**config.mk**
```make
export PLATFORM = sky130hd
export DESIGN_NAME = led_pattern_sequencer
export DESIGN_NICKNAME = d
export VERILOG_FILES = /design/src/rtl/led_seq_pkg.sv /design/src/rtl/led_tick_gen.sv /design/src/rtl/led_pattern_sequencer.sv
export SDC_FILE = /design/constraint.sdc
export NUM_CORES = 1
export LEC_CHECK = 0
export CAP_MARGIN = 20
export CORE_UTILIZATION = 45
export DETAILED_ROUTE_END_ITERATION = 7
export GPL_ROUTABILITY_DRIVEN = 1
export PLACE_DENSITY = 0.63
export SYNTH_ARGS = -nofsm -noshare
export SYNTH_HDL_FRONTEND = slang
export SYNTH_SLANG_ARGS = --single-unit
```
**constraint.sdc**
```tcl
create_clock -name CLOCK_50 -period 3.85 [get_ports CLOCK_50]
set_input_delay 0.385 -clock CLOCK_50 [delete_from_list [all_inputs] [get_ports CLOCK_50]]
set_output_delay 0.385 -clock CLOCK_50 [all_outputs]
set_load 0.02 [all_outputs]
```
**src/rtl/led_seq_pkg.sv**
```systemverilog
// Shared types and constants for the LED pattern sequencer: mode codes,
// pattern geometry, and the pattern-bit to LED bank mapping.
package led_seq_pkg;

  typedef enum logic [1:0] {
    MODE_OFF    = 2'd0,
    MODE_ALT    = 2'd1,
    MODE_CHASE  = 2'd2,
    MODE_BOUNCE = 2'd3
  } mode_e;

  localparam int LED_COUNT = 18;
  localparam int POS_W     = 5;

  localparam logic [LED_COUNT-1:0] ALT_PATTERN = 18'h15555;
  localparam logic [POS_W-1:0]     POS_MAX     = 5'(LED_COUNT - 1);

  // Pattern bits 7..0 drive the green bank, bits 17..8 the red bank.
  localparam int LEDG_LSB = 0;
  localparam int LEDG_W   = 8;
  localparam int LEDR_LSB = 8;
  localparam int LEDR_W   = 10;

  function automatic logic [LED_COUNT-1:0] pattern_of(
    input mode_e            mode,
    input logic [POS_W-1:0] pos,
    input logic             phase
  );
    logic [LED_COUNT-1:0] pat;
    pat = '0;
    case (mode)
      MODE_ALT:    pat = phase ? ~ALT_PATTERN : ALT_PATTERN;
      MODE_CHASE,
      MODE_BOUNCE: pat = {{(LED_COUNT-1){1'b0}}, 1'b1} << pos;
      default:     pat = '0;
    endcase
    return pat;
  endfunction

endpackage

```
**src/rtl/led_tick_gen.sv**
```systemverilog
// Step-rate tick generator: counts 0..P-1 with P = BASE_DIV >> speed_i,
// holds while hold_i is high, and restarts from zero on clear_i.
module led_tick_gen #(
  parameter int BASE_DIV = 25_000_000
) (
  input  logic       clk_i,
  input  logic       rst_i,
  input  logic [1:0] speed_i,
  input  logic       hold_i,
  input  logic       clear_i,
  output logic       tick_o
);

  localparam int CW = (BASE_DIV > 2) ? $clog2(BASE_DIV) : 1;

  logic [CW-1:0] cnt_q, cnt_d;
  logic [31:0]   limit;

  // The >= compare lets a shortened period that is already overrun tick at once.
  always_comb begin
    limit  = (32'(BASE_DIV) >> speed_i) - 32'd1;
    tick_o = !hold_i && (32'(cnt_q) >= limit);
    cnt_d  = cnt_q + CW'(1);
    if (clear_i) begin
      cnt_d = '0;
    end else if (hold_i) begin
      cnt_d = cnt_q;
    end else if (tick_o) begin
      cnt_d = '0;
    end
  end

  always_ff @(posedge clk_i) begin
    if (rst_i) begin
      cnt_q <= '0;
    end else begin
      cnt_q <= cnt_d;
    end
  end

endmodule

```
**src/rtl/led_pattern_sequencer.sv**
```systemverilog
// LED pattern sequencer (OFF/ALT/CHASE/BOUNCE) with pause and single-step keys.
// Define LED_SEQ_DEBOUNCE_EN to debounce the synchronized keys before edge detection.
module led_pattern_sequencer
  import led_seq_pkg::*;
#(
  parameter int BASE_DIV     = 25_000_000,
  parameter int DEBOUNCE_CYC = 1_000_000
) (
  input  logic       CLOCK_50,
  input  logic       RST,
  input  logic [9:0] SW,
  input  logic [3:0] KEY,
  output logic [9:0] LEDR,
  output logic [7:0] LEDG,
  output logic       paused
);

  logic [3:0] sw_s1_q, sw_s2_q;
  logic [1:0] key_s1_q, key_s2_q;
  logic [1:0] key_lvl, key_prev_q, key_press;
  logic       pause_press, step_press;

  logic unused_io;
  assign unused_io = ^{SW[9:4], KEY[3:2]};

`ifdef LED_SEQ_DEBOUNCE_EN
  localparam int DCW = $clog2(DEBOUNCE_CYC + 1);

  logic [1:0]     key_db_q;
  logic [DCW-1:0] db_cnt_q [2];

  // A differing level must persist for DEBOUNCE_CYC samples to be accepted.
  always_ff @(posedge CLOCK_50) begin
    if (RST) begin
      key_db_q <= 2'b11;
      for (int i = 0; i < 2; i++) db_cnt_q[i] <= '0;
    end else begin
      for (int i = 0; i < 2; i++) begin
        if (key_s2_q[i] == key_db_q[i]) begin
          db_cnt_q[i] <= '0;
        end else if (32'(db_cnt_q[i]) >= 32'(DEBOUNCE_CYC - 1)) begin
          key_db_q[i] <= key_s2_q[i];
          db_cnt_q[i] <= '0;
        end else begin
          db_cnt_q[i] <= db_cnt_q[i] + DCW'(1);
        end
      end
    end
  end

  assign key_lvl = key_db_q;
`else
  logic unused_cfg;
  assign unused_cfg = (DEBOUNCE_CYC != 0);
  assign key_lvl    = key_s2_q;
`endif

  assign key_press   = key_prev_q & ~key_lvl;
  assign pause_press = key_press[0];
  assign step_press  = key_press[1];

  logic  tick, adv;
  mode_e mode_q, mode_d, mode_sel;
  logic [POS_W-1:0]     pos_q, pos_d;
  logic                 dir_dn_q, dir_dn_d;
  logic                 phase_q, phase_d;
  logic                 paused_q, paused_d;
  logic [LED_COUNT-1:0] led_q, led_d;

  led_tick_gen #(
    .BASE_DIV(BASE_DIV)
  ) u_tick (
    .clk_i   (CLOCK_50),
    .rst_i   (RST),
    .speed_i (sw_s2_q[3:2]),
    .hold_i  (paused_q),
    .clear_i (step_press & paused_q),
    .tick_o  (tick)
  );

  // Step is qualified by the pre-toggle paused value.
  assign adv      = tick | (step_press & paused_q);
  assign mode_sel = mode_e'(sw_s2_q[1:0]);

  always_comb begin
    mode_d   = mode_q;
    pos_d    = pos_q;
    dir_dn_d = dir_dn_q;
    phase_d  = phase_q;
    paused_d = paused_q ^ pause_press;
    if (adv) begin
      if (mode_sel != mode_q) begin
        mode_d   = mode_sel;
        pos_d    = '0;
        dir_dn_d = 1'b0;
        phase_d  = 1'b0;
      end else begin
        case (mode_q)
          MODE_ALT:   phase_d = ~phase_q;
          MODE_CHASE: pos_d   = (pos_q == POS_MAX) ? '0 : pos_q + POS_W'(1);
          MODE_BOUNCE: begin
            // Direction flips on arrival so neither end position repeats.
            if (!dir_dn_q) begin
              pos_d = pos_q + POS_W'(1);
              if (pos_d == POS_MAX) dir_dn_d = 1'b1;
            end else begin
              pos_d = pos_q - POS_W'(1);
              if (pos_d == '0) dir_dn_d = 1'b0;
            end
          end
          default: ;
        endcase
      end
    end
    led_d = pattern_of(mode_d, pos_d, phase_d);
  end

  always_ff @(posedge CLOCK_50) begin
    if (RST) begin
      sw_s1_q    <= '0;
      sw_s2_q    <= '0;
      key_s1_q   <= 2'b11;
      key_s2_q   <= 2'b11;
      key_prev_q <= 2'b11;
      mode_q     <= MODE_OFF;
      pos_q      <= '0;
      dir_dn_q   <= 1'b0;
      phase_q    <= 1'b0;
      paused_q   <= 1'b0;
      led_q      <= '0;
    end else begin
      sw_s1_q    <= SW[3:0];
      sw_s2_q    <= sw_s1_q;
      key_s1_q   <= KEY[1:0];
      key_s2_q   <= key_s1_q;
      key_prev_q <= key_lvl;
      mode_q     <= mode_d;
      pos_q      <= pos_d;
      dir_dn_q   <= dir_dn_d;
      phase_q    <= phase_d;
      paused_q   <= paused_d;
      led_q      <= led_d;
    end
  end

  assign LEDG   = led_q[LEDG_LSB +: LEDG_W];
  assign LEDR   = led_q[LEDR_LSB +: LEDR_W];
  assign paused = paused_q;

endmodule

```
; Word level (Yosys, flattened, before mapping)
; Cells that the tools add are included.
[totals]
register_bits = 67
inputBits = 16
out_inout_bits = 19
wordCells = 59
[op_classes]
n_addsub = 4
n_lt_le_gt_ge = 1
eq_ne = 9
shifts = 2
mux = 18
bitwise_logic = 6
n_reduce_logical = 7
[op_table]
columns = operator, n
row1 = $pmux 18 s2, 1
row2 = $ge 25x32->1, 1
row3 = $shr 25x2->32 const A, 1
row4 = $sub 32x1->32 const B, 1
row5 = $add 25x1->25 const B, 1
row6 = $mux 25, 1
row7 = $mux 5, 4
row8 = $mux 18, 1
row9 = $shl 1x5->18 const A, 1
row10 = $eq 5x5->1 const B, 2
row11 = $pmux 5 s2, 1
row12 = $eq 2x2->1 const B, 4
row13 = $mux 1, 8
row14 = $add 5x1->5 const B, 1
row15 = $logic_not 5->1, 1
row16 = $sub 5x1->5 const B, 1
row17 = $eq 2x1->1 const B, 2
row18 = $mux 2, 2
row19 = $reduce_or 2->1, 2
row20 = $and 2x2->2, 1
row21 = $ne 2x2->1, 1
row22 = $not 2->2, 1
row23 = $reduce_and 2->1, 1
row24 = $reduce_bool 2->1, 1
row25 = 6 further kinds, 6

; Logic depth before layout (Yosys ltp)
; Gate-level depths: netlist of the first run.
[depth]
ltp_word = 9
ltp_mapped = 17
mapped_depth_nobuf = 13

; By module
; From an unflattened synthesis of the first run, not the netlist that was laid out.
[hier_totals]
hier_cells = 426
area_unflattened_um2 = 3776.1
[modules_own_cells]
columns = module, instances, cells_each, area_per_inst_um2, seq_area_each_um2
row1 = led_pattern_sequencer, 1, 206, 1930.6, 840.8
row2 = led_tick_gen, 1, 220, 1845.5, 500.5

; Worst setup path after synthesis of the first run
; OpenSTA, ideal clock, no wires.
[synth_timing]
kind = reg-to-reg
start = register sw_s2_q[3]
end = register led_q[1]
setup_ns = 0.069
t_arrival_ns = 3.325
required_ns = 3.781
slack_ns = 0.456
path_stages_with_launch = 15
path_buffers = 2
synth_period_minus_slack_ns = 3.394
path_cell_list = dfxtp_1 nor2b_1 buf_2 inv_1 ha_1 ha_1 nand2_1 or4b_1 a2111oi_0 o31ai_1 a21boi_2 buf_6 mux2_2 or2_1 o21ai_1
[synth_via]
elab_chain_len = 9
elab_cells_between_ends = 15
classes_between = 1 x add/sub / 1 x order compare / 3 x eq/ne / 2 x shift / 5 x mux / 1 x bitwise / 2 x reduce/logical
[synth_rtl]
columns = item, line
row1 = start: declaration, led_pattern_sequencer.sv:18  ; logic [3:0] sw_s1_q, sw_s2_q;
row2 = start signal: assignment, led_pattern_sequencer.sv:133  ; sw_s2_q <= sw_s1_q;
row3 = $shr 25x2->32 (*), led_tick_gen.sv:21  ; limit = (32'(BASE_DIV) >> speed_i) - 32'd1;
row4 = $sub 32x1->32 (*), led_tick_gen.sv:21
row5 = $ge 25x32->1 (*), led_tick_gen.sv:22  ; tick_o = !hold_i && (32'(cnt_q) >= limit);
row6 = $logic_and 1x1->1 (*), led_tick_gen.sv:22
row7 = $or 1x1->1 (*), led_pattern_sequencer.sv:82  ; assign adv = tick | (step_press & paused_q);
row8 = $mux 2, led_pattern_sequencer.sv:91  ; if (adv) begin
row9 = $eq 2x2->1, led_seq_pkg.sv:31  ; case (mode)
row10 = $reduce_or 2->1, led_seq_pkg.sv:31
row11 = $pmux 18 s2 (*), led_seq_pkg.sv:31
row12 = end signal: assignment, led_pattern_sequencer.sv:142  ; led_q <= led_d;
row13 = end: declaration, led_pattern_sequencer.sv:68  ; logic [LED_COUNT-1:0] led_q, led_d;
; Every way passes the cells marked *; elsewhere a longest branch is shown, timed or not.
; A chain may end at the register's enable or synchronous reset.

; Worst setup path in the final report of the first run
[layout_timing]
start = register sw_s2_q[2]
end = register led_q[5]
; Same word-level chain as after synthesis.

==> results of run 1 <==
[path summary, 6_finish.rpt]
| path | from | to | cells past startpoint |
|---|---|---|---|
| worst max-delay path | sw_s2_q[2] | led_q[5] | 12 |
| worst min-delay path | key_s1_q[1] | key_lvl[1] | 1 |
| worst max register to register | sw_s2_q[2] | led_q[5] | 12 |
| worst min register to register | key_s1_q[1] | key_lvl[1] | 1 |
[power groups by stage]
stage          Sequential [mW]  Combinational (mW)  Clock (mW)
4_1_cts                  0.716              0.0886       0.672
6_report                 0.716              0.0877       0.653
3_5_place_dp             0.733              0.0882           0
2_1_floorplan            0.730              0.0658           0
3_3_place_gp             0.732              0.0863           0
5_1_grt                  0.719              0.0995       0.706
[state kept, by name, summed over array words and instances (netlist names)]
| register | flops |
|---|---|
| key_lvl | 2 |
| paused | 1 |
| led_q | 18 |
| key_prev_q | 2 |
| sw_s1_q | 4 |
| mode_q | 2 |
| sw_s2_q | 4 |
| u_tick.cnt_q | 25 |
| pos_q | 5 |
| dir_dn_q | 1 |
| phase_q | 1 |
| key_s1_q | 2 |
[through the flow]
| stage | setup WS (ns) | hold WS (ns) | total power [mW] | cells |
|---|---|---|---|---|
| floorplan | 0.456 | 0.389 | 0.796 | 401 |
| global placement | 0.224 | 0.391 | 0.819 | 510 |
| detailed placement | 0.197 | 0.399 | 0.821 | 510 |
| CTS | 0.159 | 0.417 | 1.48 | 526 |
| global route | 0.00995 | 0.438 | 1.52 | 526 |
| finish | 0.179 | 0.415 | 1.46 | 526 |
[what timing repair did]
item,4_1_cts,5_1_grt
buffers inserted,0,0
endpoints found under the setup margin,0,13
endpoints found under the hold margin,0,0
resized for setup,0,2
[synth_stat cells, drive strengths merged, types with 2 or more instances]
library cell,instances
a21o,6
or3,3
nand2,31
nand4,9
nor2,53
and3,3
a21oi,9
xnor2,14
dfxtp,67
nor2b,13
ha,24
xor2,19
and2,4
a31oi,2
buf,9
o31ai,2
a2111oi,3
clkbuf,11
a211o,2
inv,14
nor3,7
o21ai,28
a22oi,3
mux2,2
a211oi,5
nand2b,3
or2,10
mux2i,5
a311oi,3
nand3b,5
a21boi,2
nand3,13
and4,2
[worst register-to-register path, delay by kind of cell (launching register included)]
family | cells | cell delay [ns]
muxes | 1 | 0.37
adders and majority gates | 2 | 0.59
AOI/OAI and AO/OA | 4 | 1.00
buffers and inverters | 1 | 0.20
DFF | 1 | 0.49
and+or+nand+nor | 4 | 0.97
[cells by family (layout without fill, tap and decap cells)]
kind of cell             after synthesis  in the layout  share of synthesized area, %
adder cells (fa/ha/maj)               24             24                          8.74
XOR/XNOR                              33             33                          8.41
buffers and inverters                 35             61                          4.59
AND/OR/NAND/NOR                      161            161                          23.2
other                                  1              1                         0.109
AO/OA/AOI/OAI                         73             73                          13.8
multiplexers                           7              7                          2.11
flip-flops                            67             67                          39.0
[per-layer routing]
layer | part of all wire [%] | up-vias | GRT usage [%]
li1 | - | 1432 | -
met2 | 45 | 45 | 30.6
met5 | 0 | - | 0
met3 | 3.3 | 7 | 4.89
met1 | 51 | 1273 | 25.1
met4 | 1.4 | 0 | 6.35
[cell usage in the layout, fill, tap and decap left out, types with 11 or more instances in the layout]
cell | synthesis | routed
o21ai_0 | 11 | 11
xnor2_1 | 14 | 14
nand3_1 | 13 | 13
o21ai_1 | 17 | 17
xor2_1 | 19 | 19
nor2_1 | 53 | 53
ha_1 | 24 | 24
clkdlybuf4s50_1 | 0 | 26
dfxtp_1 | 67 | 66
inv_1 | 14 | 14
nand2_1 | 31 | 31
nor2b_1 | 13 | 13
[area by class of cell]
class | instances | area share, %
repair buffers | 30 | 7.60
inverters | 15 | 1.41
well taps | 99 | 3.11
clock inverters | 7 | 2.48
clock buffers | 9 | 3.11
flip-flops and latches | 67 | 33.7
multi-input cells | 299 | 48.6
==> summary.md, run 1 <==
| Metric | Value |
|---|---|
| Die Y | 89.4 um |
| Clk pwr share | 44.8% |
| Largest net degree at the start of global routing | 36 |
| Cell area after synthesis | 3440 um2 |
| # diodes | 0 |
| Top-area cell type share of the netlist area | 39.0% |
| Gr ovfl total | 0 |
| Share of cells above drive strength 1 | 7.49% |
| Switching portion of total power | 23.6% |
| Max Clk Rate | 0.272 GHz |
| Status | complete, no violations |
| Number of fill cells | 706 |
| DR iter-0 viols | 79 |
| CP required | 4.12 ns |
| Area leader, netlist | dfxtp_1 |
| Final instance area | 3990 um2 |
| Critical path type | register to register |
| Clk Latency, worst-skew pair | 0.33 ns |
| Clk_skew | 0.00587 ns |
| TNS Setup | 0 ns |
| Final core occ | 54.4% |
| Final Hold Viols | 0 |
| Pwr Density | 366 nW/um2 |
| CP Capture Type | register |
| Die width | 89.4 um |
| Max-cap viol count | 0 |
| Synth Instances | 401 |
| Netlist cell types | 54 |
| Synthesized flop and latch total | 67 |
| Sequential share of power | 49.2% |
| CTS root buffer | clkbuf_8 |
| Drt wl/cell | 12.9 um |
| CP Cell Sequence | nand2_1, ha_1, ha_1, nand2_1, or4b_1, a2111oi_0, o31ai_1, a21boi_2, buf_12, mux2_2, or2_1, o21ai_1 |
| VDD IR max | 0.242 mV |
| Layout Area Growth over Synthesis | 16.0% |
| First-pass GRT wire length | 11800 um |
| Worst setup SP type | register |
| Sequential cell area | 1340 um2 |
| Starting Density | 46.9% |
| Crit path max-delay family | compound AO/OA/AOI/OAI gates |
| R2R setup slack | 0.18 ns |
| Leakage power | 1.52 nW |
| Initial antenna violation count | 0 |
| CTS clk-pin slew, worst paths | 0.08 ns |
| # IOs | 35 |
| DP Area | 3760 um2 |
| Via count | 2757 |
| # DRC | 0 |
| Slowest stage delay, CP | 0.49 ns |
| Fin crit period | 3.67 ns |
| CTS Buf Count | 9 |
| Critical path's slowest cell | dfxtp_1 |
| Final setup viols | 0 |
| Synthesized Nets | 441 |
| Clock Path Buffers | 2 |
| Clk sinks | 67 |
| CTS Hold Buffers Added | 0 |
| Buffers on Ports | 26 |
| Row count | 31 |
| Core Box Area | 7330 um2 |
| Final ANT Viol Nets | 0 |
| Mean Syn Cell Area | 8.57 um2 |
| Top post-synthesis cells by area | dfxtp_1 39%, ha_1 8.7%, nor2_1 5.8% |
| Post-synthesis sequential area ratio | 39.0% |
| Worst-path maximum fanout | 29 |
| Yosys warning count | 0 |
| CP Buf/Inv Count | 1 |
| Top FF cell, synth | dfxtp_1 |
| Fin crit share | 95.3% |
| EDFF count, synth | 0 |
| WL final | 6790 um |
| RSZ-0062 raised after global routing | no |
| GPL Wtd Cong | 0.836 |
| Min-delay worst type | register to register |
| Nets@finish | 462 |
| Post-DP HPWL | 4810 um |
| NetSw | 343 uW |
| Multi-input logic area | 1940 um2 |
| GRT Total Usage | 19.1% |
| Ys async rst share | 0% |
| Vias in the first global route | 2614 |
| Logic gate share of total power | 6.0% |
| Max_slew headroom | 48.7% |
| Worst Tran Pin Value | 0.763 ns |
| Final Max Tran Viols | 0 |
| Die ar. | 7990 um2 |
| Pint | 1.11 mW |
| Pre-antenna DRT Iters | 4 |
| Worst EP arrival | 3.94 ns |
| H-tree depth | 3 |
| Routed vias/inst | 5.24 |
| CTS tree | done |
Power figures use the tool's default switching activity.
==> run 2: changes to the inputs <==
==> constraint.sdc (replaced) <==
create_clock -name CLOCK_50 -period 3.85 [get_ports CLOCK_50]
set_input_delay 0.9625 -clock CLOCK_50 [delete_from_list [all_inputs] [get_ports CLOCK_50]]
set_output_delay 0.9625 -clock CLOCK_50 [all_outputs]
set_load 0.02 [all_outputs]
==> run 2 against run 1 <==
Net effect: clock-buffer cell count rose by 1; largest power group unchanged; via count rose by 0.54%; critical path type unchanged; largest cell class unchanged; combinational power rose by 0.8%; worst setup slack improved by 0.060 ns; sequential share of layout area fell by 0.32 points.
==> summary.md, run 2 (same netlist as run 1, synthesis figures left out) <==
| Metric | Value |
|---|---|
| Worst EP arrival | 3.88 ns (was 3.94 ns) |
| WL final | 6880 um (was 6790 um) |
| Layout Area Growth over Synthesis | 17.2% (was 16.0%) |
| Die width | 89.4 um (unchanged) |
| Worst setup SP type | register (unchanged) |
| GPL Wtd Cong | 0.871 (was 0.836) |
| Worst-path maximum fanout | 29 (unchanged) |
| CTS clk-pin slew, worst paths | 0.07 ns (was 0.08 ns) |
| Vias in the first global route | 2466 (was 2614) |
| Initial antenna violation count | 0 (unchanged) |
| TNS Setup | 0 ns (unchanged) |
| CP Cell Sequence | nor2b_1, inv_1, ha_1, ha_1, nand2_1, or4b_1, a2111oi_4, o31ai_2, a21boi_2, buf_12, mux2_2, or2_1, o21ai_1 (was nand2_1, ha_1, ha_1, nand2_1, or4b_1, a2111oi_0, o31ai_1, a21boi_2, buf_12, mux2_2, or2_1, o21ai_1) |
| Clk sinks | 67 (unchanged) |
| VDD IR max | 0.202 mV (was 0.242 mV) |
| Leakage power | 1.52 nW (about the same) |
| # DRC | 0 (unchanged) |
| Max Clk Rate | 0.277 GHz (was 0.272 GHz) |
| Row count | 31 (unchanged) |
| Critical path's slowest cell | or4b_1 (was dfxtp_1) |
| Final Hold Viols | 0 (unchanged) |
| Worst hold slack | 0.415 ns (about the same) |
| Die ar. | 7990 um2 (unchanged) |
| CP most frequent cell | ha_1 |
| Core Box Area | 7330 um2 (unchanged) |
| Max-cap viol count | 0 (unchanged) |
| DP Area | 3760 um2 (unchanged) |
| RSZ-0062 raised after global routing | no (unchanged) |
| CTS root buffer | clkbuf_8 (unchanged) |
| Largest net degree at the start of global routing | 30 (was 36) |
| Clk_skew | 0.00989 ns (was 0.00587 ns) |
| Pre-antenna DRT Iters | 4 (unchanged) |
| Pwr Density | 376 nW/um2 (was 366 nW/um2) |
| GRT Total Usage | 19.2% (was 19.1%) |
| Register with the most flip-flops | u_tick.cnt_q (unchanged) |
| Buffers on Ports | 26 (unchanged) |
| Nets@finish | 462 (unchanged) |
| Number of fill cells | 658 (was 706) |
| CP required | 4.12 ns (about the same) |
| Via count | 2772 (was 2757) |
| Number of flip-flops in the largest register | 25 (unchanged) |
| H-tree depth | 3 (unchanged) |
| Fin crit period | 3.61 ns (was 3.67 ns) |
| # IOs | 35 (unchanged) |
| Worst Tran Pin Value | 0.721 ns (was 0.763 ns) |
| Critical path type | register to register (unchanged) |
| Routed vias/inst | 5.27 (was 5.24) |
| Gr ovfl total | 0 (unchanged) |
| CTS Hold Buffers Added | 0 (unchanged) |
| Fin crit share | 93.8% (was 95.3%) |
| Largest registers | u_tick.cnt_q (25), led_q (18), pos_q (5) (unchanged) |
| Final instance area | 4030 um2 (was 3990 um2) |
| Final setup viols | 0 (unchanged) |
| Post-DP HPWL | 4790 um (was 4810 um) |
| CTS Buf Count | 9 (unchanged) |
| Commonest non-fill, non-tap cells in the layout | 65 x dfxtp_1, 53 x nor2_1, 31 x nand2_1, 26 x clkdlybuf4s50_1, 24 x ha_1 (was 66 x dfxtp_1, 53 x nor2_1, 31 x nand2_1, 26 x clkdlybuf4s50_1, 24 x ha_1) |
| CP Capture Type | register (unchanged) |
| DR iter-0 viols | 84 (was 79) |
| Final ANT Viol Nets | 0 (unchanged) |
| Drt wl/cell | 13.1 um (was 12.9 um) |
| Commonest non-fill, non-tap cell in the layout | dfxtp_1 (unchanged) |
| # diodes | 0 (unchanged) |
| Min-delay worst type | register to register (unchanged) |
| R2R setup slack | 0.24 ns (was 0.18 ns) |
| Final core occ | 54.9% (was 54.4%) |
| CTS tree | done (unchanged) |
| Final Max Tran Viols | 0 (unchanged) |
| Slowest stage delay, CP | 0.53 ns (was 0.49 ns) |
| Clk Latency, worst-skew pair | 0.34 ns (was 0.33 ns) |
| Die Y | 89.4 um (unchanged) |
| Share of cells above drive strength 1 | 7.96% (was 7.49%) |
| Clock Path Buffers | 2 (unchanged) |
| Status | complete, no violations (unchanged) |
| Max_slew headroom | 51.6% (was 48.7%) |
| Starting Density | 46.9% (unchanged) |
| First-pass GRT wire length | 11800 um (about the same) |
-- run 2: layout make-up --
class / count / area, um2 / area share [%]
clock inverter: 6 / 113 / 2.80
tap: 99 / 124 / 3.08
timing repair buffer: 30 / 303 / 7.52
sequential: 67 / 1340 / 33.4
clock buffer: 10 / 128 / 3.17
multi-input combinational: 299 / 1960 / 48.7
inverter: 15 / 56.3 / 1.40
-- run 2: metrics by stage --
stage / power, mW / setup slack, ns / std cells
2_1_floorplan: 0.796 / 0.456 / 401
3_3_place_gp: 0.819 / 0.123 / 510
3_5_place_dp: 0.821 / 0.0940 / 510
4_1_cts: 1.53 / 0.0836 / 526
5_1_grt: 1.59 / 0.00513 / 526
6_report: 1.51 / 0.240 / 526
-- run 2: where the power goes --
group	internal, mW	switching (mW)	total, mW
combinational	0.0396	0.0488	0.0884
clock	0.433	0.277	0.710
sequential	0.706	0.0111	0.717
total	1.18	0.337	1.51
-- run 2: what timing repair did --
action | 4_1_cts | 5_1_grt
buffers inserted | 0 | 0
endpoints found under the hold margin | 0 | 0
gates resized for setup | 0 | 7
setup endpoints to repair | 0 | 41
-- run 2: metal layers --
layer	track usage (%)	vias up	wire length, um
li1	-	1421	-
met1	26.9	1292	3480
met2	28.8	44	3060
met3	5.08	15	212
met4	6.20	0	123
met5	0	-	0
-- run 2: final timing paths --
kind,start,endpoint,cells after the start
max,sw_s2_q[3],led_q[5],13
max reg2reg,sw_s2_q[3],led_q[5],13
min,key_s1_q[1],key_lvl[1],1
min reg2reg,key_s1_q[1],key_lvl[1],1
-- run 2: critical path, delay by kind of cell (launching register included) --
kind | cells | cell delay [ns]
AND/OR/NAND/NOR | 4 | 1.03
flip-flops | 1 | 0.41
multiplexers | 1 | 0.37
adder cells (fa/ha/maj) | 2 | 0.57
AO/OA/AOI/OAI | 4 | 0.90
buffers and inverters | 2 | 0.25
==> run 3: changes to the inputs <==
--- a/config.mk
+++ b/config.mk
@@ -6,10 +6,10 @@
 export NUM_CORES = 1
 export LEC_CHECK = 0
 export CAP_MARGIN = 20
-export CORE_UTILIZATION = 45
+export CORE_UTILIZATION = 55
 export DETAILED_ROUTE_END_ITERATION = 7
 export GPL_ROUTABILITY_DRIVEN = 1
-export PLACE_DENSITY = 0.63
+export PLACE_DENSITY = 0.75
 export SYNTH_ARGS = -nofsm -noshare
 export SYNTH_HDL_FRONTEND = slang
 export SYNTH_SLANG_ARGS = --single-unit
==> run 3 against run 2 <==
Net effect: sequential power hardly changed; worst setup slack better by 0.053 ns; highest routed layer unchanged; first-iteration DRC count is 65% higher; largest cell class unchanged; critical path type unchanged.
==> summary.md, run 3 (same netlist as run 1, synthesis figures left out) <==
| Metric | Value |
|---|---|
| Final setup viols | 0 (unchanged) |
| Sequential share of power | 54.5% (was 47.3%) |
| CTS Buf Count | 9 (unchanged) |
| Pwr Density | 336 nW/um2 (was 376 nW/um2) |
| Commonest non-fill, non-tap cells in the layout | 67 x dfxtp_1, 53 x nor2_1, 31 x nand2_1, 26 x clkdlybuf4s50_1, 24 x ha_1 (was 65 x dfxtp_1, 53 x nor2_1, 31 x nand2_1, 26 x clkdlybuf4s50_1, 24 x ha_1) |
| Die ar. | 6570 um2 (was 7990 um2) |
| TNS Setup | 0 ns (unchanged) |
| Routed vias/inst | 5.49 (was 5.27) |
| CTS Hold Buffers Added | 0 (unchanged) |
| Commonest non-fill, non-tap cell in the layout | dfxtp_1 (unchanged) |
| DP Area | 3730 um2 (was 3760 um2) |
| Slowest stage delay, CP | 0.51 ns (was 0.53 ns) |
| Leakage power | 1.50 nW (was 1.52 nW) |
| R2R setup slack | 0.29 ns (was 0.24 ns) |
| Register with the most flip-flops | u_tick.cnt_q (unchanged) |
| Die Y | 81.0 um (was 89.4 um) |
| CTS tree | done (unchanged) |
| Pre-antenna DRT Iters | 4 (unchanged) |
| NetSw | 324 uW (was 337 uW) |
| Die width | 81.0 um (was 89.4 um) |
| Switching portion of total power | 24.7% (was 22.2%) |
| Clock Path Buffers | 2 (unchanged) |
| H-tree depth | 3 (unchanged) |
| Clk pwr share | 38.7% (was 46.8%) |
| Max_slew headroom | 50.2% (was 51.6%) |
| CTS root buffer | clkbuf_8 (unchanged) |
| Gr ovfl total | 0 (unchanged) |
| Clk sinks | 67 (unchanged) |
| Layout Area Growth over Synthesis | 13.9% (was 17.2%) |
| CP Buf/Inv Count | 2 (unchanged) |
| Post-DP HPWL | 4700 um (was 4790 um) |
| DR iter-0 viols | 139 (was 84) |
| Worst Tran Pin Value | 0.739 ns (was 0.721 ns) |
| Final Max Tran Viols | 0 (unchanged) |
| CP Capture Type | register (unchanged) |
| Nets@finish | 464 (was 462) |
| RSZ-0062 raised after global routing | no (unchanged) |
| VDD IR max | 0.269 mV (was 0.202 mV) |
| Logic gate share of total power | 6.8% (was 5.8%) |
| Largest registers | u_tick.cnt_q (25), led_q (18), pos_q (5) (unchanged) |
| Clk_skew | 0.00575 ns (was 0.00989 ns) |
| Via count | 2760 (was 2772) |
| Row count | 28 (was 31) |
| Max-cap viol count | 0 (unchanged) |
| GRT Total Usage | 22.0% (was 19.2%) |
| Status | complete, no violations (unchanged) |
| Clk Latency, worst-skew pair | 0.34 ns (about the same) |
| Initial antenna violation count | 0 (unchanged) |
| Number of flip-flops in the largest register | 25 (unchanged) |
| Final ANT Viol Nets | 0 (unchanged) |
| Critical path's slowest cell | or4b_1 (unchanged) |
| GPL Wtd Cong | 0.908 (was 0.871) |
| First-pass GRT wire length | 11100 um (was 11800 um) |
| Number of fill cells | 518 (was 658) |
| Worst EP arrival | 3.78 ns (was 3.88 ns) |
| Pint | 990 uW (was 1.18 mW) |
| Crit path setup slack, layout | 0.293 ns (was 0.240 ns) |
| Starting Density | 57.7% (was 46.9%) |
| Critical path type | register to register (unchanged) |
| Final Hold Viols | 0 (unchanged) |
| Largest net degree at the start of global routing | 24 (was 30) |
| Core Box Area | 5960 um2 (was 7330 um2) |
| Fin crit period | 3.56 ns (was 3.61 ns) |
| Drt wl/cell | 12.9 um (was 13.1 um) |
| # DRC | 0 (unchanged) |
| Share of cells above drive strength 1 | 7.94% (was 7.96%) |
| Worst setup SP type | register (unchanged) |
| Final instance area | 3910 um2 (was 4030 um2) |
| Max Clk Rate | 0.281 GHz (was 0.277 GHz) |
| Buffers on Ports | 26 (unchanged) |
| CP Cell Sequence | nor2b_1, inv_1, ha_1, ha_1, nand2_1, or4b_1, a2111oi_2, o31ai_1, a21boi_2, buf_4, mux2_2, nand2_1, o21ai_1 (was nor2b_1, inv_1, ha_1, ha_1, nand2_1, or4b_1, a2111oi_4, o31ai_2, a21boi_2, buf_12, mux2_2, or2_1, o21ai_1) |
| Fin crit share | 92.4% (was 93.8%) |
| Crit path max-delay family | compound AO/OA/AOI/OAI gates (was simple AND/OR/NAND/NOR gates) |
| Vias in the first global route | 2454 (was 2466) |
| WL final | 6500 um (was 6880 um) |
| CP required | 4.07 ns (was 4.12 ns) |
| CTS clk-pin slew, worst paths | 0.07 ns (about the same) |
| # IOs | 35 (unchanged) |
| Min-delay worst type | register to register (unchanged) |
| # diodes | 0 (unchanged) |
| Worst-path maximum fanout | 8 (was 29) |
| Pre-CTS setup slack | 0.0878 ns (was 0.0940 ns) |
| Worst hold slack | 0.409 ns (was 0.415 ns) |
[run 3: cell count changes in the layout (fill, tap and decap cells not counted), moves of 2 or more]
| cell | before | now |
|---|---|---|
| dfxtp_1 | 65 | 67 |
| clkinv_2 | 1 | 3 |
| bufinv_16 | 3 | 0 |
| clkinvlp_4 | 0 | 2 |
| dfxtp_2 | 2 | 0 |
| buf_4 | 3 | 6 |
[run 3: worst paths after layout]
| path | end | depth (start not counted) | from |
|---|---|---|---|
| setup / recovery | led_q[13] | 13 | sw_s2_q[3] |
| hold / removal | key_lvl[0] | 1 | key_s1_q[0] |
| setup reg to reg | led_q[13] | 13 | sw_s2_q[3] |
| hold reg to reg | key_lvl[0] | 1 | key_s1_q[0] |
[run 3: per-stage QoR]
step	utilization, %	power, mW	std cells
6_report	65.7	1.31	503
5_1_grt	65.7	1.37	503
4_1_cts	65.4	1.33	502
3_5_place_dp	62.6	0.820	487
3_3_place_gp	62.6	0.817	487
2_1_floorplan	-	0.796	401
[run 3: area by class of cell]
class | count | area (um2) | share of cell area [%]
inverters | 15 | 56.3 | 1.44
clock inverters | 5 | 30.0 | 0.768
flip-flops and latches | 67 | 1340 | 34.3
repair buffers | 32 | 305 | 7.80
clock buffers | 10 | 138 | 3.52
well taps | 75 | 93.8 | 2.40
multi-input cells | 299 | 1950 | 49.8
[run 3: repair_timing]
| action | in CTS | in global routing |
|---|---|---|
| resized for setup | 0 | 4 |
| setup buffers | 0 | 1 |
| setup endpoints to repair | 0 | 41 |
| hold endpoints to repair | 0 | 0 |
[run 3: layer usage]
metal / up-vias / share of wire [%] / track usage (%)
met3: 12 / 3.3 / 4.83
met2: 50 / 45 / 34.0
met1: 1270 / 50 / 28.8
met5: - / 0 / 0
li1: 1428 / - / -
met4: 0 / 2.1 / 11.3
[run 3: power by group through the flow]
| stage | sequential (mW) | combinational [mW] | clock, mW |
|---|---|---|---|
| after floorplan | 0.730 | 0.0658 | 0 |
| after global placement | 0.732 | 0.0854 | 0 |
| after detailed placement | 0.732 | 0.0875 | 0 |
| after CTS | 0.716 | 0.0879 | 0.522 |
| after global routing | 0.718 | 0.100 | 0.554 |
| final | 0.716 | 0.0888 | 0.509 |
